**config.mk**
```make
export PLATFORM = sky130hd
export DESIGN_NAME = byte_to_lane_mapper
export DESIGN_NICKNAME = d
export VERILOG_FILES = /design/src/rtl/byte_to_lane_mapper.sv
export SDC_FILE = /design/constraint.sdc
export NUM_CORES = 2
export LEC_CHECK = 0
export BUFFER_PORTS_ARGS = -buffer_cell sky130_fd_sc_hd__buf_2
export CORE_AREA = 3 3 398 400
export CTS_CLUSTER_DIAMETER = 30
export DETAILED_ROUTE_END_ITERATION = 7
export DIE_AREA = 0 0 401 403
export PLACE_DENSITY = 0.54
export SYNTH_ARGS = -nofsm -noshare
export SYNTH_HDL_FRONTEND = slang
export SYNTH_SLANG_ARGS = --single-unit
```
**constraint.sdc**
```tcl
create_clock -name i_clk -period 2.6 [get_ports i_clk]
set_input_delay 0.13 -clock i_clk [delete_from_list [all_inputs] [get_ports i_clk]]
set_output_delay 0.13 -clock i_clk [all_outputs]
set_load 0.005 [all_outputs]
```
**src/rtl/byte_to_lane_mapper.sv**
```systemverilog
// Transmit mainband mapper: splits one 512-bit flit over 16 x 32-bit TX lanes,
// one beat in full-width mode or two beats when only half the lanes are usable.
module byte_to_lane_mapper #(
  parameter int WIDTH     = 32,
  parameter int N_BYTES   = 64,
  parameter int NUM_LANES = 16
) (
  input  logic                   i_clk,
  input  logic                   i_rst_n,
  input  logic                   i_enable_mapper,
  input  logic [1:0]             i_functional_tx_lanes,
  input  logic [8*N_BYTES-1:0]   i_data,
  input  logic                   i_data_valid,
  output logic                   o_data_ready,
  output logic [WIDTH-1:0]       o_lane_0,
  output logic [WIDTH-1:0]       o_lane_1,
  output logic [WIDTH-1:0]       o_lane_2,
  output logic [WIDTH-1:0]       o_lane_3,
  output logic [WIDTH-1:0]       o_lane_4,
  output logic [WIDTH-1:0]       o_lane_5,
  output logic [WIDTH-1:0]       o_lane_6,
  output logic [WIDTH-1:0]       o_lane_7,
  output logic [WIDTH-1:0]       o_lane_8,
  output logic [WIDTH-1:0]       o_lane_9,
  output logic [WIDTH-1:0]       o_lane_10,
  output logic [WIDTH-1:0]       o_lane_11,
  output logic [WIDTH-1:0]       o_lane_12,
  output logic [WIDTH-1:0]       o_lane_13,
  output logic [WIDTH-1:0]       o_lane_14,
  output logic [WIDTH-1:0]       o_lane_15,
  output logic                   o_lane_valid,
  output logic                   o_last_beat,
  output logic                   o_dbg_state,
  output logic                   o_dbg_beat
);

  localparam int DATA_BITS = 8 * N_BYTES;
  localparam int HALF      = NUM_LANES / 2;
  localparam int BEAT_BITS = HALF * WIDTH;
  localparam int LANE_BITS = NUM_LANES * WIDTH;

  typedef enum logic {IDLE, SEND} state_t;

  state_t               state_q, state_d;
  logic                 beat_q, beat_d;
  logic [1:0]           mode_q, mode_d;
  logic [DATA_BITS-1:0] hold_q, hold_d;
  logic [LANE_BITS-1:0] lanes_q, lanes_d;
  logic                 lane_valid_q, lane_valid_d;
  logic                 last_beat_q, last_beat_d;
  logic                 accept;

  // Handshake: a flit moves when i_data_valid and o_data_ready are both high
  // at a rising edge; ready never depends on valid.
  assign o_data_ready = i_rst_n & i_enable_mapper & (i_functional_tx_lanes != 2'b00)
                      & ((state_q == IDLE) | last_beat_q);
  assign accept = i_data_valid & o_data_ready;

  function automatic logic last_idx(input logic [1:0] mode);
    return (mode == 2'b11) ? 1'b0 : 1'b1;
  endfunction

  // Half-width modes take 256-bit slices: beat b carries data[b*256 +: 256].
  function automatic logic [LANE_BITS-1:0] map_beat(input logic [DATA_BITS-1:0] data,
                                                    input logic [1:0] mode,
                                                    input logic beat);
    logic [LANE_BITS-1:0] lanes;
    int                   base;
    lanes = '0;
    base  = beat ? BEAT_BITS : 0;
    for (int k = 0; k < HALF; k++) begin
      case (mode)
        2'b11: begin
          lanes[k*WIDTH +: WIDTH]        = data[k*WIDTH +: WIDTH];
          lanes[(k+HALF)*WIDTH +: WIDTH] = data[(k+HALF)*WIDTH +: WIDTH];
        end
        2'b01:   lanes[k*WIDTH +: WIDTH]        = data[base + k*WIDTH +: WIDTH];
        2'b10:   lanes[(k+HALF)*WIDTH +: WIDTH] = data[base + k*WIDTH +: WIDTH];
        default: ;
      endcase
    end
    return lanes;
  endfunction

  always_comb begin
    state_d      = state_q;
    beat_d       = beat_q;
    mode_d       = mode_q;
    hold_d       = hold_q;
    lanes_d      = lanes_q;
    lane_valid_d = lane_valid_q;
    if (!i_enable_mapper) begin
      state_d      = IDLE;
      beat_d       = 1'b0;
      lanes_d      = '0;
      lane_valid_d = 1'b0;
    end else if (accept) begin
      state_d      = SEND;
      beat_d       = 1'b0;
      mode_d       = i_functional_tx_lanes;
      hold_d       = i_data;
      lanes_d      = map_beat(i_data, i_functional_tx_lanes, 1'b0);
      lane_valid_d = 1'b1;
    end else if (state_q == SEND && !last_beat_q) begin
      // Later beats come only from the holding register, never from i_data.
      beat_d  = beat_q + 1'b1;
      lanes_d = map_beat(hold_q, mode_q, beat_d);
    end else begin
      state_d      = IDLE;
      beat_d       = 1'b0;
      lanes_d      = '0;
      lane_valid_d = 1'b0;
    end
    last_beat_d = lane_valid_d & (beat_d == last_idx(mode_d));
  end

  always_ff @(posedge i_clk or negedge i_rst_n) begin
    if (!i_rst_n) begin
      state_q      <= IDLE;
      beat_q       <= 1'b0;
      mode_q       <= 2'b00;
      hold_q       <= '0;
      lanes_q      <= '0;
      lane_valid_q <= 1'b0;
      last_beat_q  <= 1'b0;
    end else begin
      state_q      <= state_d;
      beat_q       <= beat_d;
      mode_q       <= mode_d;
      hold_q       <= hold_d;
      lanes_q      <= lanes_d;
      lane_valid_q <= lane_valid_d;
      last_beat_q  <= last_beat_d;
    end
  end

  assign o_lane_valid = lane_valid_q;
  assign o_last_beat  = last_beat_q;
  assign o_dbg_state  = (state_q == SEND);
  assign o_dbg_beat   = beat_q;

  assign o_lane_0  = lanes_q[0*WIDTH +: WIDTH];
  assign o_lane_1  = lanes_q[1*WIDTH +: WIDTH];
  assign o_lane_2  = lanes_q[2*WIDTH +: WIDTH];
  assign o_lane_3  = lanes_q[3*WIDTH +: WIDTH];
  assign o_lane_4  = lanes_q[4*WIDTH +: WIDTH];
  assign o_lane_5  = lanes_q[5*WIDTH +: WIDTH];
  assign o_lane_6  = lanes_q[6*WIDTH +: WIDTH];
  assign o_lane_7  = lanes_q[7*WIDTH +: WIDTH];
  assign o_lane_8  = lanes_q[8*WIDTH +: WIDTH];
  assign o_lane_9  = lanes_q[9*WIDTH +: WIDTH];
  assign o_lane_10 = lanes_q[10*WIDTH +: WIDTH];
  assign o_lane_11 = lanes_q[11*WIDTH +: WIDTH];
  assign o_lane_12 = lanes_q[12*WIDTH +: WIDTH];
  assign o_lane_13 = lanes_q[13*WIDTH +: WIDTH];
  assign o_lane_14 = lanes_q[14*WIDTH +: WIDTH];
  assign o_lane_15 = lanes_q[15*WIDTH +: WIDTH];

endmodule

```
; ---- Word level (Yosys, flattened, before mapping)
; Index checks and enable logic that the tools add are counted.
; Widths: inputs -> output; s select.
[op_classes]
addsub = 8
eq_ne = 9
shift = 8
muxes = 48
bitwise = 7
n_reduce_logical = 5
[op_table]
columns = cell, n
row1 = $shiftx 512x11->32, 7
row2 = $mux 512, 3
row3 = $pmux 32 s2, 24
row4 = $shiftx 512x10->32, 1
row5 = $mux 32, 8
row6 = $add 9x8->10 const B, 4
row7 = $add 9x7->10 const B, 2
row8 = $add 9x6->10 const B, 1
row9 = $eq 2x2->1 const B, 5
row10 = $mux 1, 10
row11 = $mux 9, 1
row12 = $and 1x1->1, 5
row13 = $eq 2x1->1 const B, 2
row14 = $mux 2, 2
row15 = $ne 3x3->1 const B, 1
row16 = $reduce_and 2->1, 1
row17 = $reduce_bool 2->1, 1
row18 = $reduce_or 2->1, 1
row19 = $add 1x1->1 const B, 1
row20 = $eq 1x1->1, 1
row21 = $logic_and 1x1->1, 1
row22 = $logic_not 1->1, 1
row23 = $not 1->1, 1
row24 = $or 1x1->1, 1
[word_totals]
regBits = 1030
in_bits = 518
output_inout_bits = 517
word_cells = 92

; ---- Logic depth before layout (Yosys ltp)
[logic_depth]
word_depth = 10
ltp_mapped = 8
mapped_depth_nobuf = 4

; ---- Worst setup path before layout
; OpenSTA, ideal clock, no wires.
[synth_path]
kind = reg2reg
from = register state_q, in the netlist o_dbg_state
to = register lanes_q[471]
setup_ps = 66
t_arrival_ps = 1789
t_required_ps = 2534
setup_slack_ps = 744
path_stages_with_launch = 8
path_buffers = 3
synth_period_minus_slack_ps = 1856
cell_sequence = dfrtp_1 nor2b_1 or3_1 clkbuf_1 nor3b_2 buf_2 buf_2 a221o_1
[synth_between]
elab_chain_len = 6
word_cells_on_any_way = 8
cone_classes = mux (3) / bitwise (4) / reduce/logical (1)
[synth_lines]
columns = element, line_no
row1 = from (decl), 44  ; state_t state_q, state_d;
row2 = from (signal assigned), 127  ; state_q <= state_d;
row3 = $not 1->1, 56  ; & ((state_q == IDLE) | last_beat_q);
row4 = $or 1x1->1, 56
row5 = $and 1x1->1, 56
row6 = $and 1x1->1, 57  ; assign accept = i_data_valid & o_data_ready;
row7 = $mux 512 *, 97  ; end else if (accept) begin
row8 = $mux 512 *, 92  ; if (!i_enable_mapper) begin
row9 = via lanes_d[471], 48  ; logic [LANE_BITS-1:0] lanes_q, lanes_d;
row10 = to (signal assigned), 131  ; lanes_q <= lanes_d;
row11 = to (decl), 48
; The timed path passes the listed nets; every way through them passes the cells marked *.
; A chain may end at the register's enable or synchronous reset.

; ---- Final worst setup path
[layout_path]
from = register state_q, in the netlist o_dbg_state
to = register lanes_q[439]
; Same word-level chain as after synthesis.

==> impl_metrics.tcl <==
set metrics [dict create \
    cts-root-buf "clkbuf_16" \
    status "finished, final reports clean" \
    synth_most_common_cell "nand2_1" \
    use_met1_pct 28.1 \
    r2r_start "o_dbg_state$_DFFE_PN0P_" \
    synth_cell_types 26 \
    min_path_type "in -> reg" \
    area_growth_pct 60.2 \
    reg2reg_slack_ns 0.28 \
    cts.repair.resized 0 \
    route.detailed.drc 0 \
    synth-xor-area-share_pct 0 \
    synth_fp_nets 4993 \
    antenna_found_initial 27 \
    vias_per_cell 5.01 \
    slew_headroom_pct 31.0 \
    synth-seq-cells 1030 \
    slew_violations 0 \
    die_h_um 403 \
    syn_area_um2 43700 \
    clk_latency_ns 0.91 \
    grt_pass1_wl_um 291000 \
    start_kind "register" \
    synth_common_cells "nand2_1 (2058), dfrtp_1 (1030), mux2i_1 (257)" \
    holdCritStartpoint "i_data[191]" \
    top_usage_layer "met2" \
    crit_start "o_dbg_state$_DFFE_PN0P_" \
    power.total_mw 61.8 \
    die-area_um2 162000 \
    grt_use_total_pct 23.4 \
    coreArea_um2 156000 \
    arrival_ns 3.12 \
    die_w_um 401 \
    ys_warn_count 0 \
    worstMarginPinSlew_ns 1.03 \
    period_needed_ns 2.32 \
    end_kind "register" \
    clock_sinks 1030 \
    fin_crit_sh_pct 89.2 \
    cts.clk_slew.worst_paths_ns 0.05 \
    portBuffers 1034 \
    critPathMaxFanout 46 \
    synthCells 4475 \
    rsz0062_at_grt "false" \
    yosysTopAreaCell "dfrtp_1" \
    cts_made_buffers 291 \
    hold_viol 0 \
    cts_tree "done" \
    cts_max_level 5 \
    nets 6947 \
    yosys-top-cells-area "dfrtp_1 (59%), nand2_1 (18%), mux2i_1 (5.9%)" \
    ys_async_sr_fraction_pct 100 \
    final_cells 8705 \
    synth_fa_ha_area_share_pct 0 \
    ys_seq_area_share_pct 59.0 \
    drive_gt1_share_pct 24.1 \
    placedCellCount 7324 \
    ant_nets 0 \
    initial_core_util_pct 28.1 \
    synthSimpleGateAreaFrac_pct 17.9 \
    grt_max_degree 179 \
    hpwlAfterDp_um 120000 \
    grt_util_met3_pct 6.32 \
    drt_iter0_markers 3244 \
    pre_cts_slack_ns 0.279 \
    rows 145 \
    fin_skew_ns 0.115 \
    fin_tns_setup_ns 0 \
    wirelength_um 195000 \
    gr-total-overflow 0 \
    synth_flop_cell "dfrtp_1" \
    setup_violations 0 \
    cts_max_path_buffers 4 \
    p_leak_nw 36.0 \
    whs_ns 0.0759 \
    synth_top_family_by_area "simple AND/OR/NAND/NOR gates" \
    worst_slack_ns 0.280 \
    synth-edff-count 0 \
    io_pins 1035 \
    synth-compound-area-share_pct 14.0 \
    irDropWorstVdd_v 0.000608 \
    max_cap_viol_count 0 \
    maxClockFrequency_mhz 431 \
    netlist.area_leader.share_pct 59.0 \
    firstDrtPassIters 6 \
    syn_avg_cell_area_um2 9.76 \
    dr_total_vias 43600 \
    worstPathRequired_ns 3.40 \
    synth.area.mux_share_pct 5.89 \
    p_per_area_nw_per_um2 883 \
    grt_pass1_vias 45600 \
    wl_per_cell_um 22.4 \
    critical_path_class "reg -> reg" \
    use_met2_pct 37.0 \
    gp_congestion 0.850 \
]
layout by cell type, fill, tap and decap left out, drive strengths merged:
cell            n
o21ai           1
nor4            1
dfrtp        1030
o2bb2ai       256
o22ai           1
a21oi         256
dlygate4sd3   870
clkinv         57
a221o         256
mux2i         257
clkbuf        390
nand2b          1
buf          1132
nor2            3
o211ai          1
or3             1
nor2b           2
diode          11
nor3b           1
or2             1
and3b           1
nand2        2058
clkinvlp       20
nor3            2
a21o            1
inv             8
a31oi           1
and2            2
bufinv         26
worst max-delay path: stages, from the launching register on:
cell     delay (ns)
dfrtp_1        0.37
nor2b_1        0.14
or3_4          0.46
nor3b_4        0.34
buf_12         0.32
buf_4          0.36
a221o_1        0.22
registers in the layout (all words and copies together) (netlist names):
register / cells
o_dbg_state: 1
lanes_q: 512
mode_q: 2
o_last_beat: 1
o_lane_valid: 1
hold_q: 512
o_dbg_beat: 1
routing by layer:
metal	wire, um	part of all wire, %
met3	15100	7.8
met2	89800	46
met5	120	0.062
met4	13600	7.0
met1	76000	39
through the flow:
step,utilization (%),instance area (um2)
after floorplan,-,43700
after global placement,33.1,51600
after detailed placement,33.1,51600
after CTS,44.9,69900
after global routing,44.9,69900
final,44.9,70000
final timing paths:
| kind | end | cells past startpoint |
|---|---|---|
| max in group asynchronous | lanes_q[482]$_DFF_PN0_ | 4 |
| min reg2reg | hold_q[15]$_DFFE_PN0P_ | 2 |
| min in group asynchronous | lanes_q[127]$_DFF_PN0_ | 3 |
| min | lanes_q[447]$_DFF_PN0_ | 3 |
| max reg2reg | lanes_q[439]$_DFF_PN0_ | 6 |
| max | lanes_q[439]$_DFF_PN0_ | 6 |
power by group:
part / internal (mW) / switching (mW) / leakage, nW
logic: 3.36 / 4.02 / 17.7
registers: 18.1 / 1.48 / 13.6
clock network: 24.5 / 10.3 / 4.71
cell type report:
| cell class | instances | area (um2) |
|---|---|---|
| diodes | 11 | 27.5 |
| clock buffers | 390 | 8270 |
| clock inverters | 110 | 1360 |
| fillers | 14200 | 85700 |
| inverters | 1 | 3.75 |
| multi-input cells | 3103 | 16600 |
| flip-flops and latches | 1030 | 25800 |
| well taps | 2058 | 2570 |
| repair buffers | 2002 | 15400 |
cell families (layout without fill, tap and decap cells):
| kind of cell | after synthesis | after routing |
|---|---|---|
| simple gates | 2073 | 2073 |
| compound gates | 773 | 773 |
| mux | 257 | 257 |
| flops | 1030 | 1030 |
| buf+inv | 342 | 2503 |
| other cells | 0 | 11 |
repair_timing:
| item | CTS | global route |
|---|---|---|
| buffers inserted | 0 | 0 |
| hold buffers | 870 | 0 |
| hold endpoints to repair | 1191 | 0 |
No activity file was read; power rests on OpenSTA's default activity.
